[src/rtl/button_conditioner_pkg.sv]
// Shared command-bit indices and frame-word rules for the button front end.
// Imported by the game core as well as by the conditioner itself.
package button_conditioner_pkg;

  localparam int NUM_BUTTONS = 5;
  localparam int NUM_MOVE    = 3;

  localparam int RIGHT  = 0;
  localparam int LEFT   = 1;
  localparam int DOWN   = 2;
  localparam int ROTATE = 3;
  localparam int START  = 4;

  typedef logic [NUM_BUTTONS-1:0] cmd_t;

  // Opposing moves cancel; a frozen game only listens to START.
  function automatic cmd_t frame_word(
    input cmd_t p,
    input logic frz
  );
    cmd_t w;
    w = p;
    if (p[RIGHT] && p[LEFT]) begin
      w[RIGHT] = 1'b0;
      w[LEFT]  = 1'b0;
    end
    if (frz) begin
      w[ROTATE:RIGHT] = '0;
    end
    return w;
  endfunction

endpackage

[src/rtl/button_conditioner_if.sv]
// Button/video-side bundle of the conditioner.
// slave = conditioner, master = board/game side.
interface button_conditioner_if;
  import button_conditioner_pkg::*;

  cmd_t buttons;
  logic vsync;
  logic freeze;
  cmd_t operation;
  cmd_t held;

  modport master (
    output buttons,
    output vsync,
    output freeze,
    input  operation,
    input  held
  );

  modport slave (
    input  buttons,
    input  vsync,
    input  freeze,
    output operation,
    output held
  );

endinterface

[src/rtl/button_conditioner_debouncer.sv]
// One-bit synchroniser plus stable-sample counter.
// level flips after DEBOUNCE_CYCLES consecutive differing samples.
module debouncer #(
  parameter int DEBOUNCE_CYCLES = 250000
) (
  input  logic clock,
  input  logic resetn,
  input  logic raw,
  output logic level
);

  localparam int CW =
    (DEBOUNCE_CYCLES > 1) ? $clog2(DEBOUNCE_CYCLES) : 1;
  localparam logic [CW-1:0] LAST = CW'(DEBOUNCE_CYCLES - 1);

  logic          meta;
  logic          sync;
  logic [CW-1:0] cnt;

  always_ff @(posedge clock) begin
    if (!resetn) begin
      meta  <= 1'b0;
      sync  <= 1'b0;
      cnt   <= '0;
      level <= 1'b0;
    end else begin
      meta <= raw;
      sync <= meta;
      if (sync == level) begin
        cnt <= '0;
      end else if (cnt == LAST) begin
        cnt   <= '0;
        level <= ~level;
      end else begin
        cnt <= cnt + CW'(1);
      end
    end
  end

endmodule

[src/rtl/button_conditioner.sv]
// Button front end: debounce, press detect, auto-repeat and
// per-frame command word latched on the synchronised vsync rise.
module button_conditioner
  import button_conditioner_pkg::*;
#(
  parameter int DEBOUNCE_CYCLES = 250000,
  parameter int REPEAT_DELAY    = 12,
  parameter int REPEAT_PERIOD   = 4
) (
  input logic                 clock,
  input logic                 resetn,
  button_conditioner_if.slave bus
);

  localparam int RW = $clog2(REPEAT_DELAY + 1);
  localparam logic [RW-1:0] LAST_STEP =
    RW'(REPEAT_DELAY - 1);
  localparam logic [RW-1:0] RELOAD =
    RW'(REPEAT_DELAY - REPEAT_PERIOD);

  cmd_t held;
  cmd_t held_q;
  cmd_t rise;
  cmd_t events;
  cmd_t pending;
  cmd_t operation;

  logic [NUM_MOVE-1:0] fall;
  logic [NUM_MOVE-1:0] rep;

  logic [NUM_MOVE-1:0][RW-1:0] rcnt;
  logic [NUM_MOVE-1:0][RW-1:0] rcnt_nx;

  logic vs_meta;
  logic vs_sync;
  logic vs_prev;
  logic frame_edge;

  for (genvar i = 0; i < NUM_BUTTONS; i++) begin : g_db
    debouncer #(
      .DEBOUNCE_CYCLES(DEBOUNCE_CYCLES)
    ) u_db (
      .clock (clock),
      .resetn(resetn),
      .raw   (bus.buttons[i]),
      .level (held[i])
    );
  end

  assign rise = held & ~held_q;
  assign fall = ~held[NUM_MOVE-1:0]
              & held_q[NUM_MOVE-1:0];
  assign frame_edge = vs_sync & ~vs_prev;

  // Counter never stores REPEAT_DELAY: hitting it reloads.
  always_comb begin
    rcnt_nx = rcnt;
    rep     = '0;
    for (int k = 0; k < NUM_MOVE; k++) begin
      if (rise[k] || fall[k]) begin
        rcnt_nx[k] = '0;
      end else if (frame_edge && held[k]) begin
        if (rcnt[k] == LAST_STEP) begin
          rcnt_nx[k] = RELOAD;
          rep[k]     = 1'b1;
        end else begin
          rcnt_nx[k] = rcnt[k] + RW'(1);
        end
      end
    end
  end

  assign events = rise
    | {{(NUM_BUTTONS-NUM_MOVE){1'b0}}, rep};

  // Same-cycle events land in the freshly cleared pending.
  always_ff @(posedge clock) begin
    if (!resetn) begin
      vs_meta   <= 1'b0;
      vs_sync   <= 1'b0;
      vs_prev   <= 1'b0;
      held_q    <= '0;
      rcnt      <= '0;
      pending   <= '0;
      operation <= '0;
    end else begin
      vs_meta <= bus.vsync;
      vs_sync <= vs_meta;
      vs_prev <= vs_sync;
      held_q  <= held;
      rcnt    <= rcnt_nx;
      if (frame_edge) begin
        operation <= frame_word(pending, bus.freeze);
        pending   <= events;
      end else begin
        pending <= pending | events;
      end
    end
  end

  assign bus.operation = operation;
  assign bus.held      = held;

endmodule

[src/flat_wrapper.sv]
// flat-port wrapper written by rule: the top's interface ports become plain ports
module button_conditioner_flat import button_conditioner_pkg::*;
#(
  parameter int DEBOUNCE_CYCLES = 250000,
  parameter int REPEAT_DELAY    = 12,
  parameter int REPEAT_PERIOD   = 4
)
  (clock, resetn, bus_buttons, bus_vsync, bus_freeze, bus_operation, bus_held);
  button_conditioner_if bus_i ();
  input logic clock;
  input logic resetn;
  input wire logic [$bits(bus_i.buttons)-1:0] bus_buttons;
  input wire logic [$bits(bus_i.vsync)-1:0] bus_vsync;
  input wire logic [$bits(bus_i.freeze)-1:0] bus_freeze;
  output wire logic [$bits(bus_i.operation)-1:0] bus_operation;
  output wire logic [$bits(bus_i.held)-1:0] bus_held;
  assign bus_i.buttons = bus_buttons;
  assign bus_i.vsync = bus_vsync;
  assign bus_i.freeze = bus_freeze;
  assign bus_operation = bus_i.operation;
  assign bus_held = bus_i.held;
  button_conditioner #(.DEBOUNCE_CYCLES(DEBOUNCE_CYCLES), .REPEAT_DELAY(REPEAT_DELAY), .REPEAT_PERIOD(REPEAT_PERIOD)) u_core (.clock(clock), .resetn(resetn), .bus(bus_i));
endmodule
[config.mk]
export PLATFORM = sky130hd
export DESIGN_NAME = button_conditioner_flat
export DESIGN_NICKNAME = d
export VERILOG_FILES = /design/src/rtl/button_conditioner_pkg.sv /design/src/rtl/button_conditioner_if.sv /design/src/rtl/button_conditioner_debouncer.sv /design/src/rtl/button_conditioner.sv /design/src/flat_wrapper.sv
export SDC_FILE = /design/constraint.sdc
export NUM_CORES = 1
export LEC_CHECK = 0
export ABC_AREA = 1
export BUFFER_PORTS_ARGS = -buffer_cell sky130_fd_sc_hd__clkbuf_2
export CAP_MARGIN = 20
export CORE_MARGIN = 1.5
export CORE_UTILIZATION = 30
export DETAILED_ROUTE_END_ITERATION = 16
export GPL_TIMING_DRIVEN = 0
export SLEW_MARGIN = 20
export SYNTH_ARGS = -nofsm -noshare
export SYNTH_HDL_FRONTEND = slang
export SYNTH_SLANG_ARGS = --single-unit
[constraint.sdc]
create_clock -name clock -period 1.4 [get_ports clock]
set_input_delay 0.07 -clock clock [delete_from_list [all_inputs] [get_ports clock]]
set_output_delay 0.07 -clock clock [all_outputs]
set_load 0.01 [all_outputs]
==> results.yml, run 1 <==
pwr:
  vdd_drop_max_mv: 0.7382
  sequentialPowerShare_pct: 46.0
  power.clock.fraction_pct: 51.5
  netSwitchingFraction_pct: 21.01
  power_spent_charging_and_discharging_nets_mw: 1.769
  leakagePower_nw: 3.032
  combinationalPowerShare_pct: 2.5
  power.internal_mw: 6.653
  cellPowerDensity_nw_per_um2: 1007
  p_total_mw: 8.423
cells_and_area:
  flow.area_growth_from_synthesis_pct: 29.66
  num_antenna_cells: 0
  drive_gt1_share_pct: 21.55
  nNetsFinal: 1037
placed_design:
  gp_congestion: 0.8292
  port_buffers: 18
  dp_hpwl_mm: 9.490
die:
  die_height_um: 149.6
  floorplan.initialDensity_pct: 30.59
  die_width_um: 149.6
  die_area_sq_um: 22390
  ios: 19
  std_cell_rows: 53
  floorplan.core_area_sq_um: 21090
global_routing:
  grt.overflow.total: 0
  wire_length_of_the_first_global_routing_pass_mm: 24.24
  first_global_vias: 5416
  globalRouteTotalUtil_pct: 13.31
  largest_net_degree_at_the_start_of_global_routing: 17
  grt_antenna_before_repair: 0
synthesis:
  mappedNetlistNets: 951
  netlist_instances: 931
  syn-mean-instance-area_sq_um: 6.928
  synth-seq-area-share_pct: 41.90
  mappedNetlistArea_sq_um: 6450
  synth_cell_types: 33
  synthesis_warning_total: 0
  synth_seq_cells: 135
timing:
  finClkSkew_ns: 0.006524
  fin_crit_period_ns: 1.425
  layout_worst_path_cycle_share_pct: 101.8
  maxSlewHeadroom_pct: 72.29
  setup-violations-final: 9
  post-route-worst-setup-slack_ns: -0.02513
  hold_ws_ns: 0.1354
  rsz_0062_raised_after_global_routing: "yes"
  clock.fmax_mhz: 701.7
  max_slew.worst_pin.slew_ns: 0.4156
  hold_violations: 0
  final_max_tran_viols: 0
  fin_tns_setup_ns: -0.1348
critical_path:
  setup.reg_to_reg.worst_slack_ns: -0.03
  worstReg2RegStart: "u_core.g_db[2].u_db.cnt[0]"
  required_time_at_the_worst_slack_endpoint_ns: 1.71
  crit_path_max_fanout: 5
  timing.reg2reg.worst_path_depth: 7
  timing.critical_path.slowest_stage_cell: "sky130_fd_sc_hd__dfxtp_4"
  worstSetupEndpointType: "register"
  crit_path_cell_trace: "ha_4 -> nand3_4 -> nor2_4 -> nand3b_1 -> nand2_4 -> clkbuf_16 -> nor2_1"
  critical-path-max-stage-delay_ns: 0.37
  crit_path_start: "u_core.g_db[2].u_db.cnt[0]"
  setup.worst_path.start_class: "register"
  arrival_ns: 1.74
  cp_class: "reg2reg"
  timing.critical_path.to: "u_core.g_db[2].u_db.cnt[13]"
  reg2reg_to: "u_core.g_db[2].u_db.cnt[13]"
cts:
  clkSinkCount: 135
  clk_pin_slew_ns: 0.06
  cts.htree.levels: 4
  cts-buffers-inserted: 17
  clockBufferDepth: 2
  clock-root-buffer: "sky130_fd_sc_hd__clkbuf_16"
  tritoncts: "done"
  clkLatencyLatePin_ns: 0.42
route:
  dr_total_vias: 5798
  drt_wl_total_mm: 14.02
  drc: 0
  final_antenna_net_count: 0
  detailedRoute.firstPassIterationCount: 6
  drt-initial-drc-count: 228
  route.detailed.vias_per_inst: 4.443
  detail_route.wl_per_cell_um: 10.74
flow_run:
  timing.max_cap.violations: 0
run_status:
  status: "finished with violations"
  violations: "negative setup slack"
hold_path:
  min_path_type: "in2reg"
[layer usage]
metal	global-route usage [%]	vias up	part of all wire (%)
li1	-	3099	-
met5	0	-	0
met2	21.18	68	46
met4	4.505	0	1.2
met3	3.628	19	3.4
met1	17.31	2612	49
[how the worst min path moves through the flow]
| stage | startpoint | to | slack, ns | depth (start not counted) |
|---|---|---|---|---|
| 2_1_floorplan | bus_buttons[0] | u_core.g_db[0].u_db.meta | 0.17 | 2 |
| 6_report | resetn | u_core.bus.operation[2] | 0.14 | 3 |
| 3_5_place_dp | bus_buttons[1] | u_core.g_db[1].u_db.meta | 0.27 | 3 |
| 5_1_grt | resetn | u_core.rcnt[1] | 0.15 | 3 |
| 4_1_cts | resetn | u_core.bus.operation[2] | 0.12 | 3 |
| 3_3_place_gp | bus_buttons[1] | u_core.g_db[1].u_db.meta | 0.27 | 3 |
[worst max-delay path: cells and delay by family (launching register included)]
kind	cells	cell delay, ns
simple gates	5	0.63
fa+ha+maj	1	0.14
flops	1	0.37
buf+inv	1	0.16
[cell families after synthesis]
family / synth area share, %
AND/OR/NAND/NOR: 34.67
buffers and inverters: 8.904
flip-flops: 41.90
AO/OA/AOI/OAI: 7.372
XOR/XNOR: 5.024
adder cells (fa/ha/maj): 2.134
[cell usage in the layout, fill, tap and decap left out, drive strengths merged]
master / synthesis / layout
o21a: 3 / 3
clkinvlp: 0 / 2
xnor2: 10 / 10
nand3b: 5 / 5
nor2: 186 / 186
nand2: 231 / 231
dlygate4sd3: 0 / 7
clkinv: 0 / 5
nor3: 13 / 13
o32ai: 3 / 3
or2: 7 / 7
ha: 11 / 11
buf: 14 / 52
a21oi: 49 / 49
nand4: 17 / 17
inv: 125 / 125
o21bai: 4 / 4
bufinv: 0 / 2
a31oi: 3 / 3
nand3: 68 / 68
o22ai: 2 / 2
o21ai: 18 / 18
dfxtp: 135 / 135
clkbuf: 0 / 45
xor2: 27 / 27
[through the flow]
step | instances | setup WS (ns) | area (sq um) | util, %
2_1_floorplan | 931 | 0.01415 | 6484 | -
3_3_place_gp | 1224 | -0.2925 | 6918 | 32.81
3_5_place_dp | 1224 | -0.2943 | 6918 | 32.81
4_1_cts | 1287 | -0.001033 | 7878 | 37.36
5_1_grt | 1305 | -0.1135 | 8363 | 39.66
6_report | 1305 | -0.02513 | 8363 | 39.66
[power groups by stage]
| stage | Combinational (mW) | Sequential [mW] | Clock (mW) |
|---|---|---|---|
| 2_1_floorplan | 0.0874 | 3.96 | 0 |
| 3_5_place_dp | 0.136 | 3.97 | 0 |
| 5_1_grt | 0.231 | 3.88 | 4.64 |
| 6_report | 0.209 | 3.88 | 4.34 |
| 4_1_cts | 0.176 | 3.88 | 4.45 |
| 3_3_place_gp | 0.136 | 3.97 | 0 |
[layout make-up]
type                    instances  area, sq um
plain buffers                  14        135.1
clock buffers                  23        467.9
clock inverters                 9        100.1
fillers                      2191        12720
inverters                     125        476.7
multi-input cells             657         3531
flip-flops and latches        135         2740
well taps                     275        344.1
repair buffers                 67        568.0
[cells in the mapped netlist]
cell	instances	area share (%)
sky130_fd_sc_hd__nand2_2	3	0.29
sky130_fd_sc_hd__or2_0	2	0.19
sky130_fd_sc_hd__inv_1	123	7.2
sky130_fd_sc_hd__a21oi_1	44	3.4
sky130_fd_sc_hd__buf_6	3	0.52
sky130_fd_sc_hd__o21bai_1	3	0.35
sky130_fd_sc_hd__nand3_1	67	5.2
sky130_fd_sc_hd__o21ai_1	2	0.16
sky130_fd_sc_hd__a31oi_1	3	0.29
sky130_fd_sc_hd__xnor2_1	10	1.4
sky130_fd_sc_hd__nor2_4	3	0.52
sky130_fd_sc_hd__o22ai_1	2	0.19
sky130_fd_sc_hd__nand4_1	17	1.6
sky130_fd_sc_hd__nor2_1	171	10
sky130_fd_sc_hd__nor3_1	13	1.0
sky130_fd_sc_hd__buf_4	7	0.81
sky130_fd_sc_hd__ha_1	11	2.1
sky130_fd_sc_hd__o21ai_0	16	1.2
sky130_fd_sc_hd__a21oi_2	5	0.68
sky130_fd_sc_hd__inv_2	2	0.12
sky130_fd_sc_hd__or2_2	5	0.48
sky130_fd_sc_hd__xor2_1	27	3.7
sky130_fd_sc_hd__o32ai_1	3	0.41
sky130_fd_sc_hd__nand3_2	1	0.16
sky130_fd_sc_hd__buf_1	1	0.058
sky130_fd_sc_hd__nor2_2	12	1.2
sky130_fd_sc_hd__o21a_1	3	0.35
sky130_fd_sc_hd__nand3b_1	4	0.47
sky130_fd_sc_hd__o21bai_4	1	0.29
sky130_fd_sc_hd__nand2_1	228	13
sky130_fd_sc_hd__nand3b_4	1	0.31
sky130_fd_sc_hd__buf_2	3	0.23
sky130_fd_sc_hd__dfxtp_1	135	42
[repair_timing]
item | in CTS | in global routing
setup endpoints to repair | 81 | 101
hold buffers | 7 | 0
resized for setup | 38 | 92
gates cloned | 1 | 4
pin swaps | 10 | 18
setup buffers | 23 | 14
hold endpoints to repair | 10 | 0
[state kept, by name, indices dropped and copies added (netlist names), 5 cells and up]
name / cells
u_core.pending: 5
u_core.g_db.u_db.sync: 5
u_core.bus.operation: 5
u_core.g_db.u_db.level: 5
u_core.rcnt: 12
u_core.held_q: 5
u_core.g_db.u_db.cnt: 90
u_core.g_db.u_db.meta: 5
(Power assumes the default switching activity.)
==> inputs of run 2 (changes only) <==
--- a/config.mk
+++ b/config.mk
@@ -12,6 +12,7 @@
 export CORE_UTILIZATION = 30
 export DETAILED_ROUTE_END_ITERATION = 16
 export GPL_TIMING_DRIVEN = 0
+export SKIP_CTS_REPAIR_TIMING = 1
 export SLEW_MARGIN = 20
 export SYNTH_ARGS = -nofsm -noshare
 export SYNTH_HDL_FRONTEND = slang
==> run 2 against run 1 <==
First-iteration DRC count decreased by 9.6%; highest routed layer unchanged; cell count about the same; sequential power about the same; non-clock buffer count decreased by 1; the flow still finishes with violations (negative setup slack); worst setup slack got worse by 0.019 ns; combinational power increased by 3%; die area unchanged; maximum frequency decreased by 1.3%; critical path type unchanged; largest cell class unchanged; flip-flop and latch count unchanged; global-route usage decreased by 0.45 points; clock-buffer cell count unchanged.
==> results.yml, run 2 (same netlist as run 1, synthesis figures left out) <==
timing:
  final_max_tran_viols: 0
  clock.fmax_mhz: 692.6
  finClkSkew_ns: 0.006034
  max_slew.worst_pin.slew_ns: 0.4226
  setup-violations-final: 21
  rsz_0062_raised_after_global_routing: "yes"
  maxSlewHeadroom_pct: 71.83
  layout_worst_path_cycle_share_pct: 103.1
  hold_violations: 0
  fin_tns_setup_ns: -0.4004
  fin_crit_period_ns: 1.444
  post-route-worst-setup-slack_ns: -0.04390
global_routing:
  grt_antenna_before_repair: 0
  first_global_vias: 5207
  globalRouteTotalUtil_pct: 12.86
  largest_net_degree_at_the_start_of_global_routing: 17
  grt.overflow.total: 0
  wire_length_of_the_first_global_routing_pass_mm: 23.38
die:
  ios: 19
  floorplan.core_area_sq_um: 21090
  die_height_um: 149.6
  die_width_um: 149.6
  floorplan.initialDensity_pct: 30.59
  die_area_sq_um: 22390
  std_cell_rows: 53
flow_run:
  timing.max_cap.violations: 0
critical_path:
  cp_num_buf_inv: 1
  crit_path_start: "u_core.g_db[0].u_db.cnt[0]"
  arrival_ns: 1.76
  crit_path_cell_trace: "ha_4 -> nand2_4 -> nor2_4 -> nand3_2 -> nor2_4 -> nand2_2 -> nand2_4 -> clkbuf_16 -> nor2_1"
  critical-path-max-stage-delay_ns: 0.37
  cp_class: "reg2reg"
  worstSetupEndpointType: "register"
  timing.critical_path.slowest_stage_cell: "sky130_fd_sc_hd__dfxtp_4"
  setup.worst_path.start_class: "register"
  required_time_at_the_worst_slack_endpoint_ns: 1.71
  cpLargestDelayFamily: "simple AND/OR/NAND/NOR gates"
  crit_path_max_fanout: 5
  worstReg2RegStart: "u_core.g_db[0].u_db.cnt[0]"
pwr:
  p_total_mw: 8.430
  power.clock.fraction_pct: 51.5
  leakagePower_nw: 3.035
  combinationalPowerShare_pct: 2.6
  netSwitchingFraction_pct: 21.07
  power.internal_mw: 6.653
  vdd_drop_max_mv: 0.7439
  sequentialPowerShare_pct: 45.9
  power_spent_charging_and_discharging_nets_mw: 1.776
  cellPowerDensity_nw_per_um2: 1002
route:
  drt-initial-drc-count: 206
  dr_total_vias: 5774
  drt_wl_total_mm: 14.07
  route.detailed.vias_per_inst: 4.428
  drc: 0
  detail_route.wl_per_cell_um: 10.79
  final_antenna_net_count: 0
  detailedRoute.firstPassIterationCount: 5
run_status:
  violations: "negative setup slack"
  status: "finished with violations"
hold_path:
  min_path_type: "in2reg"
  hold_path_startpoint: "resetn"
cells_and_area:
  flow.area_growth_from_synthesis_pct: 30.42
  drive_gt1_share_pct: 22.74
  num_antenna_cells: 0
  max_ffs_per_register: 90
  final_common_cell: "sky130_fd_sc_hd__nand2_1"
  nNetsFinal: 1036
  reg.largest.list: "u_core.g_db.u_db.cnt (90), u_core.rcnt (12)"
  final_area_sq_um: 8412
  mostFrequentLayoutCells: "221 x sky130_fd_sc_hd__nand2_1, 129 x sky130_fd_sc_hd__nor2_1, 120 x sky130_fd_sc_hd__inv_1, 111 x sky130_fd_sc_hd__dfxtp_1, 62 x sky130_fd_sc_hd__nand3_1"
  most_flops_register: "u_core.g_db.u_db.cnt"
  final_core_area_utilization_pct: 39.89
cts:
  clkLatencyLatePin_ns: 0.42
  cts.htree.levels: 4
  clk_pin_slew_ns: 0.06
  tritoncts: "done"
  clock-root-buffer: "sky130_fd_sc_hd__clkbuf_16"
  clockBufferDepth: 2
  cts-buffers-inserted: 17
  clkSinkCount: 135
placed_design:
  gp_congestion: 0.8292
  port_buffers: 18
  dp_hpwl_mm: 9.490
  dp_worst_setup_slack_ns: -0.2943
  post_dp_cell_area_sq_um: 6918
==> run 2: metrics by stage <==
step | hold WS [ns] | std cells
after floorplan | 0.1676 | 931
after global placement | 0.2656 | 1224
after detailed placement | 0.2680 | 1224
after CTS | -0.1766 | 1256
after global routing | 0.1514 | 1304
final | 0.1355 | 1304
==> run 2: final timing paths <==
path	slack [ns]	cells past startpoint	to
max	-0.04	9	u_core.g_db[0].u_db.cnt[4]
min	0.14	3	u_core.bus.operation[2]
max reg2reg	-0.04	9	u_core.g_db[0].u_db.cnt[4]
min reg2reg	0.42	1	u_core.pending[3]
==> run 2: routing by layer <==
metal	wire length [um]	vias up	track usage (%)
met2	6525	59	20.18
met3	546	15	3.537
met4	145	0	4.406
met5	0	-	0
li1	-	3094	-
met1	6851	2606	16.91
==> run 2: area by class of cell <==
class                   instances  area, sq um
plain buffers                  14        135.1
clock buffers                  23        467.9
clock inverters                 9        100.1
fillers                      2182        12680
inverters                     125        476.7
multi-input cells             657         3573
flip-flops and latches        135         2750
well taps                     275        344.1
repair buffers                 66        564.3
==> run 2: worst min-delay path, stage by stage <==
cell	delay, ns
sky130_fd_sc_hd__clkbuf_2	0.18
sky130_fd_sc_hd__inv_2	0.20
sky130_fd_sc_hd__a21oi_1	0.05
==> run 2: power by group through the flow <==
stage               Clock, mW  Combinational [mW]  Sequential (mW)
floorplan                   0              0.0874             3.96
CTS                      4.45               0.137             3.88
global placement            0               0.136             3.97
global route             4.64               0.238             3.87
finish                   4.34               0.215             3.87
detailed placement          0               0.136             3.97
==> inputs of run 3 (changes only) <==
--- a/config.mk
+++ b/config.mk
@@ -10,6 +10,7 @@
 export CAP_MARGIN = 20
 export CORE_MARGIN = 1.5
 export CORE_UTILIZATION = 30
+export CTS_BUF_LIST = sky130_fd_sc_hd__clkbuf_8
 export DETAILED_ROUTE_END_ITERATION = 16
 export GPL_TIMING_DRIVEN = 0
 export SKIP_CTS_REPAIR_TIMING = 1
==> run 3 against run 2 <==
The run still ends with negative setup slack left; via count up 0.16%; worst setup slack worse by 0.016 ns; clock skew up 0.0035 ns; routed wire length about the same; clock-buffer cell count down 4; die area unchanged; critical path depth unchanged; non-clock buffer count up 1; register-to-register slack worse by 0.02 ns; core utilization down 0.74 points.
==> results.yml, run 3 (same netlist as run 1, synthesis figures left out) <==
cells_and_area:
  max_ffs_per_register: 90
  nNetsFinal: 1037
  reg.largest.list: "u_core.g_db.u_db.cnt (90), u_core.rcnt (12)"
  final_common_cell: "sky130_fd_sc_hd__nand2_1"
  most_flops_register: "u_core.g_db.u_db.cnt"
  drive_gt1_share_pct: 23.30
  num_antenna_cells: 0
  mostFrequentLayoutCells: "220 x sky130_fd_sc_hd__nand2_1, 127 x sky130_fd_sc_hd__nor2_1, 124 x sky130_fd_sc_hd__inv_1, 109 x sky130_fd_sc_hd__dfxtp_1, 61 x sky130_fd_sc_hd__nand3_1"
  flow.area_growth_from_synthesis_pct: 27.99
  final_area_sq_um: 8255
run_status:
  violations: "negative setup slack"
  status: "finished with violations"
cts:
  clkSinkCount: 135
  clk_pin_slew_ns: 0.08
  clkLatencyLatePin_ns: 0.45
  cts-buffers-inserted: 17
  cts.htree.levels: 4
  tritoncts: "done"
  clockBufferDepth: 2
  clock-root-buffer: "sky130_fd_sc_hd__clkbuf_8"
placed_design:
  port_buffers: 18
  post_dp_cell_area_sq_um: 6918
  gp_congestion: 0.8292
  dp_hpwl_mm: 9.490
route:
  drt-initial-drc-count: 249
  drc: 0
  route.detailed.vias_per_inst: 4.431
  drt_wl_total_mm: 14.07
  detailedRoute.firstPassIterationCount: 5
  detail_route.wl_per_cell_um: 10.78
  dr_total_vias: 5783
  final_antenna_net_count: 0
critical_path:
  critical-path-max-stage-delay_ns: 0.37
  crit_path_start: "u_core.g_db[0].u_db.cnt[0]"
  setup.reg_to_reg.worst_slack_ns: -0.06
  cpLargestDelayFamily: "simple AND/OR/NAND/NOR gates"
  crit_path_max_fanout: 5
  arrival_ns: 1.80
  timing.reg2reg.worst_path_depth: 9
  setup.worst_path.start_class: "register"
  crit_path_cell_trace: "ha_4 -> nand2_4 -> nor2_4 -> nand3_2 -> nor2_4 -> nand2_2 -> nand2_4 -> clkbuf_16 -> nor2_1"
  cp_num_buf_inv: 1
  timing.critical_path.slowest_stage_cell: "sky130_fd_sc_hd__dfxtp_4"
  cp_class: "reg2reg"
  reg2reg_to: "u_core.g_db[0].u_db.cnt[4]"
  worstReg2RegStart: "u_core.g_db[0].u_db.cnt[0]"
  required_time_at_the_worst_slack_endpoint_ns: 1.74
  worstSetupEndpointType: "register"
hold_path:
  worst_hold_path.num_cells: 3
  hold_path_startpoint: "resetn"
  worst_hold_path.endpoint: "u_core.bus.operation[2]"
  min_path_type: "in2reg"
global_routing:
  first_global_vias: 5135
  grt_antenna_before_repair: 0
  grt.overflow.total: 0
  globalRouteTotalUtil_pct: 12.69
  largest_net_degree_at_the_start_of_global_routing: 17
  wire_length_of_the_first_global_routing_pass_mm: 23.09
timing:
  finClkSkew_ns: 0.009527
  max_slew.worst_pin.slew_ns: 0.4354
  fin_crit_period_ns: 1.459
  hold_ws_ns: 0.09797
  layout_worst_path_cycle_share_pct: 104.2
  hold_violations: 0
  maxSlewHeadroom_pct: 70.97
  final_max_tran_viols: 0
  setup-violations-final: 22
  post-route-worst-setup-slack_ns: -0.05943
  rsz_0062_raised_after_global_routing: "yes"
  clock.fmax_mhz: 685.2
flow_run:
  timing.max_cap.violations: 0
die:
  floorplan.initialDensity_pct: 30.59
  die_height_um: 149.6
  die_area_sq_um: 22390
  floorplan.core_area_sq_um: 21090
  ios: 19
  std_cell_rows: 53
  die_width_um: 149.6
pwr:
  vdd_drop_max_mv: 0.5852
  leakagePower_nw: 2.973
  cellPowerDensity_nw_per_um2: 874.7
run 3: cell count changes in the layout (fill, tap and decap cells not counted), sizes merged:
cell	delta
inv	+4
buf	+1
clkbuf	-4
run 3: final cells by class:
cell class,count,area [sq um]
well taps,275,344.1
clock inverters,13,115.1
flip-flops and latches,135,2750
plain buffers,14,135.1
clock buffers,19,261.5
fillers,2202,12830
multi-input cells,657,3597
repair buffers,67,575.6
inverters,125,476.7
run 3: worst min-delay path, delay by kind of cell:
family | cells | cell delay [ns]
AO/OA/AOI/OAI | 1 | 0.05
buffers and inverters | 2 | 0.37
run 3: per-layer routing:
| metal | up-vias | wire [um] | track usage [%] |
|---|---|---|---|
| li1 | 3091 | - | - |
| met1 | 2612 | 6899 | 16.77 |
| met2 | 64 | 6509 | 19.93 |
| met3 | 16 | 477 | 2.835 |
| met4 | 0 | 184 | 5.198 |
| met5 | - | 0 | 0 |
run 3: worst max-delay path by stage:
stage | cells past startpoint | endpoint | slack, ns
2_1_floorplan | 7 | u_core.g_db[1].u_db.cnt[13] | 0.01
4_1_cts | 7 | u_core.g_db[1].u_db.cnt[13] | -0.31
3_5_place_dp | 9 | u_core.g_db[0].u_db.cnt[9] | -0.29
5_1_grt | 9 | u_core.g_db[0].u_db.cnt[4] | -0.13
6_report | 9 | u_core.g_db[0].u_db.cnt[4] | -0.06
3_3_place_gp | 9 | u_core.g_db[0].u_db.cnt[9] | -0.29
run 3: through the flow:
stage                     total power [mW]  setup TNS, ns  utilization (%)  setup WS (ns)  instances
after CTS                            7.252         -14.39            34.59        -0.3083       1256
after global routing                 7.502         -4.075            39.15        -0.1288       1305
after detailed placement             4.103         -13.45            32.81        -0.2943       1224
after global placement               4.102         -13.02            32.81        -0.2925       1224
final                                7.221        -0.6436            39.15       -0.05943       1305
after floorplan                      4.050              0                -        0.01415        931
run 3: where the power goes:
part           leakage (nW)  total [mW]  switching (mW)  internal, mW
registers              1.11        3.87          0.0154          3.85
logic                  1.66       0.218           0.115         0.103
clock network         0.206        3.14            1.50          1.63
total                  2.97        7.22            1.63          5.59
